--- config.mk ---
export PLATFORM = sky130hd
export DESIGN_NAME = updown_sat_counter
export DESIGN_NICKNAME = d
export VERILOG_FILES = /design/src/rtl/updown_sat_counter.sv
export SDC_FILE = /design/constraint.sdc
export NUM_CORES = 1
export LEC_CHECK = 0
export CAP_MARGIN = 20
export CORE_AREA = 2 2 39 41
export CTS_CLUSTER_SIZE = 12
export DETAILED_ROUTE_END_ITERATION = 8
export DIE_AREA = 0 0 41 43
export GPL_ROUTABILITY_DRIVEN = 0
export GPL_TIMING_DRIVEN = 1
export PLACE_DENSITY = 0.64
export SLEW_MARGIN = 20
export SYNTH_ARGS = -nofsm -noshare
export SYNTH_HDL_FRONTEND = slang
export SYNTH_SLANG_ARGS = --single-unit
--- constraint.sdc ---
create_clock -name clk -period 2.5 [get_ports clk]
set_input_delay 0.375 -clock clk [delete_from_list [all_inputs] [get_ports clk]]
set_output_delay 0.375 -clock clk [all_outputs]
set_load 0.005 [all_outputs]
--- src/rtl/updown_sat_counter.sv ---
`default_nettype none
// ============================================================================
// Module   : updown_sat_counter
// Purpose  : Parametrised up/down counter with saturate-or-wrap bounds,
//            clear/load, boundary flags and overflow/underflow pulses.
//            Optional rising-edge qualification of up/down via
//            UPDOWN_COUNTER_EDGE_DETECT_EN.
// Revision : 1.0 - initial release
// ============================================================================
module updown_sat_counter #(
  parameter int WIDTH     = 3,
  parameter int MAX_VAL   = 7,
  parameter int WRAP      = 0,
  parameter int RESET_VAL = 0
) (
  input  logic             clk,
  input  logic             reset,
  input  logic             clear,
  input  logic             load,
  input  logic [WIDTH-1:0] load_val,
  input  logic             up,
  input  logic             down,
  output logic [WIDTH-1:0] out,
  output logic             at_max,
  output logic             at_min,
  output logic             overflow,
  output logic             underflow
);

  localparam logic [WIDTH-1:0] C_MAX  = WIDTH'(MAX_VAL);
  localparam logic [WIDTH-1:0] C_RST  = WIDTH'(RESET_VAL);
  localparam logic [WIDTH-1:0] C_ONE  = WIDTH'(1);
  localparam logic [WIDTH-1:0] C_ZERO = '0;

  logic [WIDTH-1:0] out_q, out_d;
  logic             ovf_q, ovf_d;
  logic             udf_q, udf_d;
  logic             w_up, w_dn;

`ifdef UPDOWN_COUNTER_EDGE_DETECT_EN
  logic up_q, down_q;

  // History resets to 0 so an input already high at release counts once.
  always_ff @(posedge clk or negedge reset) begin
    if (!reset) begin
      up_q   <= 1'b0;
      down_q <= 1'b0;
    end else begin
      up_q   <= up;
      down_q <= down;
    end
  end

  assign w_up = up & ~up_q;
  assign w_dn = down & ~down_q;
`else
  assign w_up = up;
  assign w_dn = down;
`endif

  always_comb begin
    out_d = out_q;
    ovf_d = 1'b0;
    udf_d = 1'b0;
    if (clear) begin
      out_d = C_RST;
    end else if (load) begin
      out_d = (load_val > C_MAX) ? C_MAX : load_val;
    end else if (w_up && !w_dn) begin
      if (out_q >= C_MAX) begin
        ovf_d = 1'b1;
        out_d = (WRAP != 0) ? C_ZERO : C_MAX;
      end else begin
        out_d = out_q + C_ONE;
      end
    end else if (w_dn && !w_up) begin
      if (out_q == C_ZERO) begin
        udf_d = 1'b1;
        out_d = (WRAP != 0) ? C_MAX : C_ZERO;
      end else begin
        out_d = out_q - C_ONE;
      end
    end
  end

  always_ff @(posedge clk or negedge reset) begin
    if (!reset) begin
      out_q <= C_RST;
      ovf_q <= 1'b0;
      udf_q <= 1'b0;
    end else begin
      out_q <= out_d;
      ovf_q <= ovf_d;
      udf_q <= udf_d;
    end
  end

  assign out       = out_q;
  assign overflow  = ovf_q;
  assign underflow = udf_q;
  assign at_max    = (out_q == C_MAX);
  assign at_min    = (out_q == C_ZERO);

endmodule
`default_nettype wire

After elaboration in Yosys (flattened, before gate mapping)
Cells that the tools add are included.
W data, S select, Z words.
- flip-flop bits (word level): 5
- bits of input ports: 9
- add/subtract/negate cells: 2
- $lt $le $gt $ge: 2
- eq/ne operators: 1
- muxes and demuxes: 16
- reductions and logical operators: 6
- operator list (kind ; number):
    $mux W3 ; 7
    $mux W1 ; 9
    $reduce_bool A4 Y1 ; 1
    $add A3 B1 Y3 const B ; 1
    $eq A3 B3 Y1 const B ; 1
    $ge A3 B3 Y1 const B ; 1
    $gt A3 B3 Y1 const B ; 1
    $logic_not A3 Y1 ; 1
    $sub A3 B1 Y3 const B ; 1
    $logic_and A1 B1 Y1 ; 2
    $logic_not A1 Y1 ; 2

Longest topological paths before layout
Gate-level depths: netlist of run 1.
- depth after elaboration: 6
- depth in mapped cells: 5
- gate-level depth less buffers: 5

Worst setup path before layout of run 1
No wires, ideal clock.
- path kind: reg2reg
- from: reg out_q[0] (netlist: out[0])
- to: reg out_q[0] (netlist: out[0])
- arrival: 1437 ps
- data required time: 2372 ps
- path slack: 936 ps
- stages on the path, launching flop included: 6
- path buffers: 0
- clock period less this slack: 1564 ps
- cell sequence: dfrtp_1 > inv_1 > ha_1 > or3b_1 > a221oi_2 > o32ai_1
- longest elaborated chain between the ends: 6
- elaborated cells between the ends (all ways): 10
- classes of those cells: add/sub (2); order compare (1); mux (6); reduce/logical (1)
- RTL lines (item ; line ; RTL):
    start, declared ; 35 ; logic [WIDTH-1:0] out_q, out_d;
    start signal, assigned ; 92 ; out_q <= out_d;
    $sub A3 B1 Y3 or $logic_not A3 Y1 (tied branches) ; 81, 77 ;
    $mux W3 ; 77 ; if (out_q == C_ZERO) begin
    $mux W3 ; 76 ; end else if (w_dn && !w_up) begin
    $mux W3 (*) ; 69 ; end else if (w_up && !w_dn) begin
    $mux W3 (*) ; 67 ; end else if (load) begin
    $mux W3 (*) ; 65 ; if (clear) begin
Every way passes the cells marked *; elsewhere a longest branch is shown, timed or not. The select of a mux whose other input is x is not followed.
A chain may end at the register's enable or synchronous reset.

Final worst setup path of run 1
- from: reg out_q[0] (netlist: out[0])
- to: out at_min
- longest elaborated chain between the ends: 1
- RTL lines (item ; line ; RTL):
    $logic_not A3 Y1 ; 102 ; assign at_min = (out_q == C_ZERO);
    end, declared ; 25 ; output logic at_min,
No other way between the ends.

==> qor.yml, run 1 <==
outcome:
  outcome: "finished, final reports clean"
yosys:
  synth-seq-area-share_pct: 32.26
  syn_avg_cell_area_sq_um: 9.235
  syn-num-nets: 57
  netlist_area_sq_um: 387.9
  ys_warn_count: 0
  ys_types: 18
  ys_ff_latch: 5
  synthCells: 42
die:
  ios: 16
  start_util_pct: 28.03
  die_w_um: 41
  fp-row-count: 14
  die_h_um: 43
  core-area_sq_um: 1384
  die_area_sq_um: 1763
clock_tree:
  cts-root-buf: "clkbuf_4"
  clockBufferDepth: 2
  htreeDepth: 1
  cts_sinks: 5
  cts_buffers: 3
  cts-hold-fix-buffers: 0
  postCtsSetupBuffers: 0
  insertion_delay_ns: 0.24
  cts_resized: 0
  cts_tree: "yes"
  clk_pin_slew_worst_paths_ns: 0.04
setup_path:
  cp-start-kind: "flip-flop"
  reg2reg_depth: 5
  crit_type: "flip-flop to output port"
  required_ns: 2.12
  cp_max_fo: 4
  cp.arrival_ns: 1.74
  end_kind: "output port"
timing:
  hold_ws_ns: 0.3508
  setup_viol: 0
  slew_viol_final: 0
  skew_ns: 0.003865
  worst_pin_slew_ns: 0.3775
  rsz0062_at_grt: "no"
  period_needed_ns: 2.119
  fin_crit_sh_pct: 84.75
  hold_violations: 0
  tns_ns: 0
  max_freq_mhz: 472.0
  max-slew-margin-rel_pct: 74.19
  setup_slack_ns: 0.3812
finish:
  antenna_cells: 0
  final_cells: 76
  fill_cells: 159
  final_design_area_no_fill_sq_um: 579.3
  most-common-layout-cells: "clkdlybuf4s50_1 (15), nor2_1 (6), ha_1 (6), dfrtp_1 (5), inv_1 (4)"
  layout_commonest_cell: "clkdlybuf4s50_1"
  seq_area_sq_um: 125.1
  layout-drive-gt1-share_pct: 10.00
  syn_to_final_growth_pct: 49.35
  final_util_pct: 41.86
  multi_input_area_sq_um: 242.7
  finalNetCount: 76
drt:
  drtPass1Iterations: 2
  avgRoutedWirePerCell_um: 11.24
  vias: 367
  drt-total-wl_um: 854
  viasPerCell: 4.829
  ant_nets: 0
  drt_iter0_markers: 1
  drc: 0
global_routing:
  antenna_found_initial: 0
  grt_pass1_vias: 340
  grt_pass1_wl_mm: 1.393
  grt-ovfl-total: 0
  grt_start_max_net_pins: 11
  grt_usage_pct: 12.50
power:
  power_switching_mw: 0.07340
  p_comb_share_pct: 30.7
  p_leak_nw: 0.2540
  power.share.sequential_pct: 35.1
  swShare_pct: 27.59
  fin_total_pwr_mw: 0.2660
  clock_power_share_pct: 34.2
  power.internal_mw: 0.1926
  vdd_drop_max_mv: 0.2623
  power_density_nw_per_um2: 459.2
placed_design:
  dp.cells: 72
  dp_hpwl_um: 710.9
  numPortBuffers: 15
  placed_cell_area_sq_um: 553.0
  place_ws_ns: 0.3818
run:
  drv_cap: 0
worst_hold_path:
  hold_class: "input port to async pin"
-- worst max-delay path, cell delays in order, from the launching register on --
cell and delay (ns):
dfrtp_1 0.41, inv_1 0.16, ha_1 0.23, nor2b_1 0.19
clkdlybuf4s50_1 0.52
-- kinds of logic (layout without fill, tap and decap cells) --
logic type / Yosys count / after routing / share of synthesized area, %
flip-flops: 5 / 5 / 32.26
AO/OA/AOI/OAI: 10 / 10 / 20.97
buffers and inverters: 5 / 23 / 5.159
AND/OR/NAND/NOR: 16 / 16 / 22.26
adder cells (fa/ha/maj): 6 / 6 / 19.35
-- flip-flops by register name, indices dropped and copies added, names as in the netlist --
register,count
underflow,1
out,3
overflow,1
-- path summary, 6_finish.rpt --
check,startpoint,to,slack (ns)
max in group asynchronous,reset,out[0]$_DFFE_PN0P_,1.96
worst max register to register,out[0]$_DFFE_PN0P_,out[0]$_DFFE_PN0P_,0.75
worst max-delay path,out[0]$_DFFE_PN0P_,at_min,0.38
worst min-delay path,reset,out[2]$_DFFE_PN0P_,0.35
worst min register to register,out[1]$_DFFE_PN0P_,out[1]$_DFFE_PN0P_,0.61
min in group clk,out[1]$_DFFE_PN0P_,out[1]$_DFFE_PN0P_,0.61
-- power groups by stage --
stage | registers (mW) | logic (mW) | clock network, mW
3_5_place_dp | 0.0944 | 0.0819 | 0
6_report | 0.0933 | 0.0816 | 0.0911
4_1_cts | 0.0932 | 0.0823 | 0.0953
3_3_place_gp | 0.0945 | 0.0807 | 0
5_1_grt | 0.0943 | 0.0918 | 0.103
2_1_floorplan | 0.0933 | 0.0424 | 0
-- synth_stat cells --
| master | number | share of area, % |
|---|---|---|
| nor2_1 | 6 | 5.8 |
| buf_2 | 1 | 1.3 |
| nor4b_1 | 2 | 4.5 |
| inv_1 | 4 | 3.9 |
| nand3_1 | 2 | 2.6 |
| nor2b_1 | 2 | 3.2 |
| ha_1 | 6 | 19 |
| dfrtp_1 | 5 | 32 |
| and3_2 | 1 | 1.9 |
| a21oi_1 | 3 | 3.9 |
| or3b_1 | 1 | 2.3 |
| a2111oi_0 | 1 | 2.3 |
| nand2_1 | 2 | 1.9 |
| o32ai_1 | 1 | 2.3 |
| o41ai_1 | 2 | 4.5 |
| a221oi_2 | 1 | 3.9 |
| a31o_2 | 1 | 2.3 |
| o21a_1 | 1 | 1.9 |
-- metal layers --
layer / vias to the layer above / track usage, % / share of wire [%]
li1: 191 / - / -
met1: 166 / 14.33 / 44
met2: 10 / 18.44 / 50
met3: 0 / 6.283 / 5.6
met4: 0 / 6.000 / 0
met5: - / 0 / 0
-- final cells by class --
cell class / count / area share, %
Inverter: 4 / 2.592
Tap cell: 16 / 3.456
Timing Repair Buffer: 15 / 25.92
Sequential cell: 5 / 21.60
Clock buffer: 4 / 4.536
Multi-Input combinational cell: 32 / 41.90
Power figures use the tool's default switching activity.
==> inputs of run 2 (changes only) <==
- PLACE_DENSITY: 0.64 -> 0.66
- clock period: 2.5 -> 1.7 ns (I/O delays scaled with it)
==> run 2 against run 1 <==
Compared with the run above:
- non-clock buffer count grew 9
- via count grew 14%
- clock power rose by 56%
- setup slack lost 0.31 ns
- critical path depth fell by 1
- global-route usage grew 3.1 points
- final cell count up 12%
- first-iteration DRC count rose to 7.0 times the previous value
- worst hold slack worse by 0.11 ns
==> qor.yml, run 2 (same netlist as run 1, synthesis figures left out) <==
power:
  power_density_nw_per_um2: 648.0
  fin_total_pwr_mw: 0.4387
  vdd_drop_max_mv: 0.4220
  p_leak_nw: 0.3126
die:
  die_w_um: 41
  fp-row-count: 14
  core-area_sq_um: 1384
  die_h_um: 43
  die_area_sq_um: 1763
  start_util_pct: 28.03
  ios: 16
finish:
  seq_area_sq_um: 125.1
  finalNetCount: 85
  fill_cells: 130
  antenna_cells: 0
  multi_input_area_sq_um: 272.8
  layout_commonest_cell: "clkdlybuf4s50_1"
  most-common-layout-cells: "clkdlybuf4s50_1 (12), buf_4 (9), nor2_1 (6), dfrtp_1 (5)"
  layout-drive-gt1-share_pct: 33.33
  syn_to_final_growth_pct: 74.52
  largest_reg_flops: 3
timing:
  period_needed_ns: 1.628
  max-slew-margin-rel_pct: 69.65
  slew_viol_final: 0
  tns_ns: 0
  hold_violations: 0
  setup_viol: 0
  max_freq_mhz: 614.2
  worst_pin_slew_ns: 0.4437
  rsz0062_at_grt: "no"
  fin_crit_sh_pct: 95.78
  skew_ns: 0.0002409
setup_path:
  startpoint: "out[1]$_DFFE_PN0P_"
  end_kind: "output port"
  cp_max_fo: 4
  crit_type: "flip-flop to output port"
  cp.arrival_ns: 1.37
  r2r-end: "out[2]$_DFFE_PN0P_"
  rrSetupSlack_ns: 0.10
  r2r_start: "out[1]$_DFFE_PN0P_"
  reg2reg_depth: 5
  required_ns: 1.44
  cp-start-kind: "flip-flop"
global_routing:
  grt_usage_pct: 15.63
  grt_start_max_net_pins: 9
  antenna_found_initial: 0
  grt_pass1_vias: 418
  grt-ovfl-total: 0
  grt_pass1_wl_mm: 1.766
placed_design:
  numPortBuffers: 15
  dp_hpwl_um: 812.6
drt:
  viasPerCell: 4.941
  drc: 0
  drt-total-wl_mm: 1.078
  avgRoutedWirePerCell_um: 12.68
  ant_nets: 0
  drt_iter0_markers: 7
  drtPass1Iterations: 2
  vias: 420
clock_tree:
  cts-root-buf: "clkbuf_4"
  htreeDepth: 1
  clockBufferDepth: 2
  cts_buffers: 3
  cts_tree: "yes"
  clk_pin_slew_worst_paths_ns: 0.04
  cts-hold-fix-buffers: 0
  cts_sinks: 5
  insertion_delay_ns: 0.25
outcome:
  outcome: "finished, final reports clean"
worst_hold_path:
  hold_class: "input port to async pin"
run:
  drv_cap: 0
==> run 2: cell count changes in the layout (fill, tap and decap cells not counted), sizes merged <==
cell and change:
buf +9, clkdlybuf4s50 -3, dlymetal6s2s +1, dlygate4sd2 +2
==> run 2: final cells by class <==
| type | instances | area share [%] |
|---|---|---|
| inverters | 4 | 2.218 |
| repair buffers | 24 | 32.16 |
| multi-input cells | 32 | 40.30 |
| flip-flops and latches | 5 | 18.48 |
| well taps | 16 | 2.957 |
| clock buffers | 4 | 3.882 |
==> run 2: routing by layer <==
metal / share of wire (%) / routed length (um) / vias to the layer above / track usage [%]
li1: - / - / 209 / -
met1: 44 / 474 / 196 / 18.24
met4: 1.8 / 19 / 0 / 12.00
met2: 50 / 536 / 12 / 23.13
met5: 0 / 0 / - / 0
met3: 4.5 / 48 / 3 / 3.665
==> run 2: worst max-delay path, stage by stage, from the launching register on <==
cell and delay [ns]:
dfrtp_1 0.41, buf_4 0.14, buf_4 0.10, clkdlybuf4s50_1 0.48
==> run 2: worst max-delay path by stage <==
stage                    endpoint  slack [ns]
3_5_place_dp   out[0]$_DFFE_PN0P_       -0.20
6_report                   out[1]        0.07
3_3_place_gp   out[0]$_DFFE_PN0P_       -0.18
4_1_cts        out[0]$_DFFE_PN0P_        0.03
5_1_grt        out[2]$_DFFE_PN0P_       0.007
2_1_floorplan  out[0]$_DFFE_PN0P_        0.14
==> run 2: power by group <==
| part | internal [mW] | leakage [nW] | switching [mW] | total, mW |
|---|---|---|---|---|
| clock network | 0.0890 | 0.0150 | 0.0530 | 0.142 |
| logic | 0.0958 | 0.230 | 0.0634 | 0.159 |
| registers | 0.127 | 0.0677 | 0.0107 | 0.137 |
| total | 0.312 | 0.313 | 0.127 | 0.439 |
==> run 2: per-stage QoR <==
| step | setup slack, ns | instance area (sq um) | util [%] | hold slack (ns) | std cells |
|---|---|---|---|---|---|
| after CTS | 0.02888 | 661.9 | 47.83 | 0.2393 | 86 |
| after global routing | 0.006943 | 676.9 | 48.92 | 0.2454 | 85 |
| after detailed placement | -0.1978 | 590.6 | 42.68 | 0.5022 | 77 |
| after global placement | -0.1805 | 590.6 | 42.68 | 0.4921 | 77 |
| final | 0.07181 | 676.9 | 48.92 | 0.2366 | 85 |
| after floorplan | 0.1356 | 387.9 | - | -0.04059 | 42 |
==> run 2: repair_timing <==
action	in CTS	in global routing
pin swaps	2	2
buffers inserted	5	0
gates resized for setup	6	6
endpoints found under the setup margin	2	1
